**src/rtl/oram_requester.sv**
```systemverilog
// Host-side requester for the ORAM core: buffers commands, issues each as a
// single-cycle input_ready strobe, and returns one response per command.
module oram_requester #(
  parameter int D          = 8,
  parameter int A          = 4,
  parameter int FIFO_DEPTH = 4,
  parameter int TIMEOUT    = 255
) (
  input  logic             clk,
  input  logic             rst,
  input  logic             cmd_valid,
  output logic             cmd_ready,
  input  logic             cmd_write,
  input  logic [D-1:0]     cmd_addr,
  input  logic [8*A-1:0]   cmd_wdata,
  output logic [D-1:0]     rw_block_number,
  output logic [8*A-1:0]   w_value,
  output logic             rw_indicator,
  output logic             input_ready,
  input  logic [8*A-1:0]   r_value,
  input  logic             output_ready,
  output logic             rsp_valid,
  input  logic             rsp_ready,
  output logic             rsp_write,
  output logic [D-1:0]     rsp_addr,
  output logic [8*A-1:0]   rsp_rdata,
  output logic             rsp_timeout,
  output logic             busy,
  output logic [1:0]       state_dbg
);

  // Handshakes: a command transfers on a clock edge where cmd_valid && cmd_ready;
  // a response transfers on an edge where rsp_valid && rsp_ready, and rsp_*
  // hold stable while rsp_valid && !rsp_ready.

  localparam int W  = 8 * A;
  localparam int PW = (FIFO_DEPTH > 1) ? $clog2(FIFO_DEPTH) : 1;
  localparam int CW = $clog2(FIFO_DEPTH + 1);
  localparam int TW = $clog2(TIMEOUT + 1);

  localparam logic [1:0] S_IDLE  = 2'd0;
  localparam logic [1:0] S_ISSUE = 2'd1;
  localparam logic [1:0] S_WAIT  = 2'd2;
  localparam logic [1:0] S_RESP  = 2'd3;

  logic          fifo_write [FIFO_DEPTH];
  logic [D-1:0]  fifo_addr  [FIFO_DEPTH];
  logic [W-1:0]  fifo_data  [FIFO_DEPTH];

  logic [PW-1:0] wr_ptr;
  logic [PW-1:0] rd_ptr;
  logic [CW-1:0] count;
  logic [1:0]    state;
  logic [TW-1:0] timer;
  logic [TW-1:0] timer_inc;
  logic          full;
  logic          empty;
  logic          push;
  logic          pop;

  assign full      = (count == CW'(FIFO_DEPTH));
  assign empty     = (count == '0);
  assign cmd_ready = !full;
  assign push      = cmd_valid && !full;
  assign pop       = (state == S_IDLE) && !empty;
  assign busy      = !empty || (state != S_IDLE);
  assign state_dbg = state;
  assign timer_inc = timer + TW'(1);

  // Storage array needs no reset; occupancy is tracked by count.
  always_ff @(posedge clk) begin
    if (push) begin
      fifo_write[wr_ptr] <= cmd_write;
      fifo_addr[wr_ptr]  <= cmd_addr;
      fifo_data[wr_ptr]  <= cmd_wdata;
    end
  end

  always_ff @(posedge clk or posedge rst) begin
    if (rst) begin
      wr_ptr <= '0;
      rd_ptr <= '0;
      count  <= '0;
    end else begin
      if (push) wr_ptr <= wr_ptr + PW'(1);
      if (pop)  rd_ptr <= rd_ptr + PW'(1);
      case ({push, pop})
        2'b10:   count <= count + CW'(1);
        2'b01:   count <= count - CW'(1);
        default: count <= count;
      endcase
    end
  end

  always_ff @(posedge clk or posedge rst) begin
    if (rst) begin
      state           <= S_IDLE;
      timer           <= '0;
      input_ready     <= 1'b0;
      rw_block_number <= '0;
      w_value         <= '0;
      rw_indicator    <= 1'b0;
      rsp_valid       <= 1'b0;
      rsp_write       <= 1'b0;
      rsp_addr        <= '0;
      rsp_rdata       <= '0;
      rsp_timeout     <= 1'b0;
    end else begin
      case (state)
        S_IDLE: begin
          if (!empty) begin
            rw_block_number <= fifo_addr[rd_ptr];
            w_value         <= fifo_data[rd_ptr];
            rw_indicator    <= fifo_write[rd_ptr];
            input_ready     <= 1'b1;
            state           <= S_ISSUE;
          end
        end
        S_ISSUE: begin
          input_ready <= 1'b0;
          timer       <= '0;
          state       <= S_WAIT;
        end
        S_WAIT: begin
          // output_ready is a level: the core leaves it high between operations.
          if (output_ready) begin
            rsp_write   <= rw_indicator;
            rsp_addr    <= rw_block_number;
            rsp_rdata   <= rw_indicator ? '0 : r_value;
            rsp_timeout <= 1'b0;
            rsp_valid   <= 1'b1;
            state       <= S_RESP;
          end else begin
            timer <= timer_inc;
            if (timer_inc == TW'(TIMEOUT)) begin
              rsp_write   <= rw_indicator;
              rsp_addr    <= rw_block_number;
              rsp_rdata   <= '0;
              rsp_timeout <= 1'b1;
              rsp_valid   <= 1'b1;
              state       <= S_RESP;
            end
          end
        end
        S_RESP: begin
          if (rsp_ready) begin
            rsp_valid <= 1'b0;
            state     <= S_IDLE;
          end
        end
        default: state <= S_IDLE;
      endcase
    end
  end

endmodule

```
**config.mk**
```make
export PLATFORM = sky130hd
export DESIGN_NAME = oram_requester
export DESIGN_NICKNAME = d
export VERILOG_FILES = /design/src/rtl/oram_requester.sv
export SDC_FILE = /design/constraint.sdc
export NUM_CORES = 1
export LEC_CHECK = 0
export BUFFER_PORTS_ARGS = -buffer_cell sky130_fd_sc_hd__buf_2
export CORE_UTILIZATION = 50
export DETAILED_ROUTE_END_ITERATION = 10
export HOLD_SLACK_MARGIN = 0.12
export PLACE_DENSITY = 0.82
export SLEW_MARGIN = 15
export SYNTH_ARGS = -nofsm -noshare
export SYNTH_HDL_FRONTEND = slang
export SYNTH_SLANG_ARGS = --single-unit
```
**constraint.sdc**
```tcl
create_clock -name clk -period 3.4 [get_ports clk]
set_input_delay 0.68 -clock clk [delete_from_list [all_inputs] [get_ports clk]]
set_output_delay 0.68 -clock clk [all_outputs]
set_load 0.1 [all_outputs]
```
==> impl_metrics.ini <==
[outcome]
run_status = finished, final reports clean

[global_route]
grt_usage_pct = 19.1
gr-usage-met3_pct = 4.83
grt_use_met1_pct = 24.7
antenna_found_initial = 3
grt_remaining_overflow = 0
grt_pass1_wl_um = 30100
grt_pass1_vias = 5638
grt_max_degree = 58
met2_usage_pct = 32.7
gr-max-usage-layer = met2

[floorplan]
dieArea_um2 = 20800
fp-row-count = 51
core_um2 = 19700
die_w_um = 144
ios = 167
die_y_um = 144
start_util_pct = 51.5

[layout]
stdcell_area_um2 = 12200
final_common_cell = buf_2
layout.cells.non_filler = 1069
area_delta_synth_final_pct = 20.2
nNetsFinal = 874
diodes = 0
final_cell_mix = 166 x buf_2, 164 x edfxtp_1, 138 x nand2_1, 100 x dfrtp_1, 41 x mux4_2
drive_gt1_share_pct = 34.8

[placed_design]
place.gp.congestion = 0.812
dpl_cell_area_um2 = 11300
io_buffer_count = 166
dp_hpwl_um = 12500
dp_cells = 1019

[synth]
yosysUniqueCellTypes = 37
postSynthCellCount = 606
synth_flop_cell = edfxtp_1
async_reset_ff_share_pct = 38.3
synth_warnings = 0
yosys_register_bits = 266
avgSynthCellArea_um2 = 16.7
syn_area_um2 = 10100
synth_nets = 697
ys_seq_area_share_pct = 73.8
synth_edf_count = 164

[timing]
finalHoldViolCount = 0
fin_crit_ns = 2.52
worstMarginPinSlew_ns = 1.11
rsz0062_at_grt = no
relSlewSlack_pct = 25.7
drv_slew = 0
fmax_mhz = 397
min_period_over_period_pct = 74.1
setup_viol = 0
finClkSkew_ns = 0.0148
setup_tns_ns = 0

[routing]
viasPerCell = 5.29
initialDrtViolationCount = 198
routedWlPerCell_um = 18.6
final_antenna_net_count = 0
drt_wl_total_um = 19900
drc_errors = 0
dr_total_vias = 5657
dr.pass1.iters = 4

[worst_setup_path]
cp_max_fo = 4
slowest_delay_ns = 0.45
arrival_ns = 1.84
path_cells = inv_1, ha_1, nand2_1, buf_2
worstSetupPathType = flop to output pin
crit_path_start_kind = flop
critPathSlowestCell = buf_2
end_kind = output pin
cp.required_ns = 2.72

[clocking]
htreeDepth = 1
cts_buffers = 27
cts_num_sinks = 266
post_cts_buffers = 0
tritoncts = built
cts_hold_buf = 0
ctsResizeCount = 0
insertion_delay_ns = 0.53
cts_buffer_depth = 3
cts-root-buf = clkbuf_16
clk_pin_slew_worst_paths_ns = 0.06

[min_path]
min_path_type = input pin to async pin

[job]
maxCapViolations = 0
-- synthesized netlist by cell type (2+ instances only) --
master    count  share of area, %
nor3_1        2             0.099
nand2b_1      2              0.12
mux4_2       41               9.1
buf_2         9              0.44
ha_1         12               1.5
o21bai_1      2              0.15
nor2_1        9              0.33
a22o_1       32               2.8
edfxtp_1    164                49
and3_1        5              0.31
mux2_4        8               1.2
nor2b_1       3              0.19
a21oi_1       6              0.30
nand3_1       4              0.20
xnor2_1       6              0.52
dfrtp_1     102                25
nand2_1     138               5.1
xor2_1        3              0.26
clkbuf_1     19              0.70
o21ai_0      12              0.59
mux2_2        4              0.44
inv_1         8              0.30
-- metal layers --
metal	wire (um)	vias up
met1	8440	2828
met5	13	-
met3	1610	27
li1	-	2602
met4	275	2
met2	9520	198
-- path summary, 6_finish.rpt --
| kind | slack, ns | start | to | cells past startpoint |
|---|---|---|---|---|
| max | 0.88 | state_dbg[0] | busy | 4 |
| min | 0.17 | rst | rsp_rdata[21] | 2 |
| max reg2reg | 0.93 | timer[0] | rsp_addr[4] | 7 |
| min reg2reg | 0.47 | w_value[14] | w_value[14] | 2 |
| max in group asynchronous | 2.60 | rst | w_value[1] | 3 |
| min in group clk | 0.37 | cmd_wdata[25] | fifo_data[1][25] | 1 |
-- cell families after synthesis --
logic type                 count (synthesis)  share of synthesized area (%)
muxes                                     54                           10.8
buffers and inverters                     38                           1.59
AOI/OAI and AO/OA                         59                           4.55
DFF                                      266                           73.8
xor gates and xnor gates                   9                          0.778
and+or+nand+nor                          167                           6.74
adders and majority gates                 13                           1.68
-- state kept, by name (all words and copies together), names as in the netlist --
signal           count
rw_indicator         1
rsp_write            1
w_value             32
rd_ptr               2
rsp_addr             8
rsp_timeout          1
input_ready          1
rw_block_number      8
fifo_write           4
count                3
fifo_data          128
state_dbg            2
rsp_valid            1
timer                8
wr_ptr               2
fifo_addr           32
rsp_rdata           32
-- per-stage QoR --
stage / hold WS (ns) / utilization [%] / setup WS (ns)
2_1_floorplan: 0.464 / - / 0.0445
3_3_place_gp: 0.452 / 57.6 / 1.01
3_5_place_dp: 0.457 / 57.6 / 0.954
4_1_cts: 0.152 / 62.0 / 0.842
5_1_grt: 0.190 / 62.0 / 0.780
6_report: 0.166 / 62.0 / 0.880
-- worst max-delay path: cells and delay by family (launching register included) --
family	cells	cell delay, ns
adders and majority gates	1	0.23
buffers and inverters	2	0.56
DFF	1	0.39
and+or+nand+nor	1	0.14
-- area by class of cell --
class	count	area (um2)
inverter	9	36.3
clock buffer	41	758
multi-input combinational	302	2510
tap	265	332
fill	1457	7480
timing repair buffer	177	963
clock inverter	9	96.3
sequential	266	7480
Power is not shown: default switching activity piles up to over one toggle a cycle in this logic, so the estimate is an artifact.
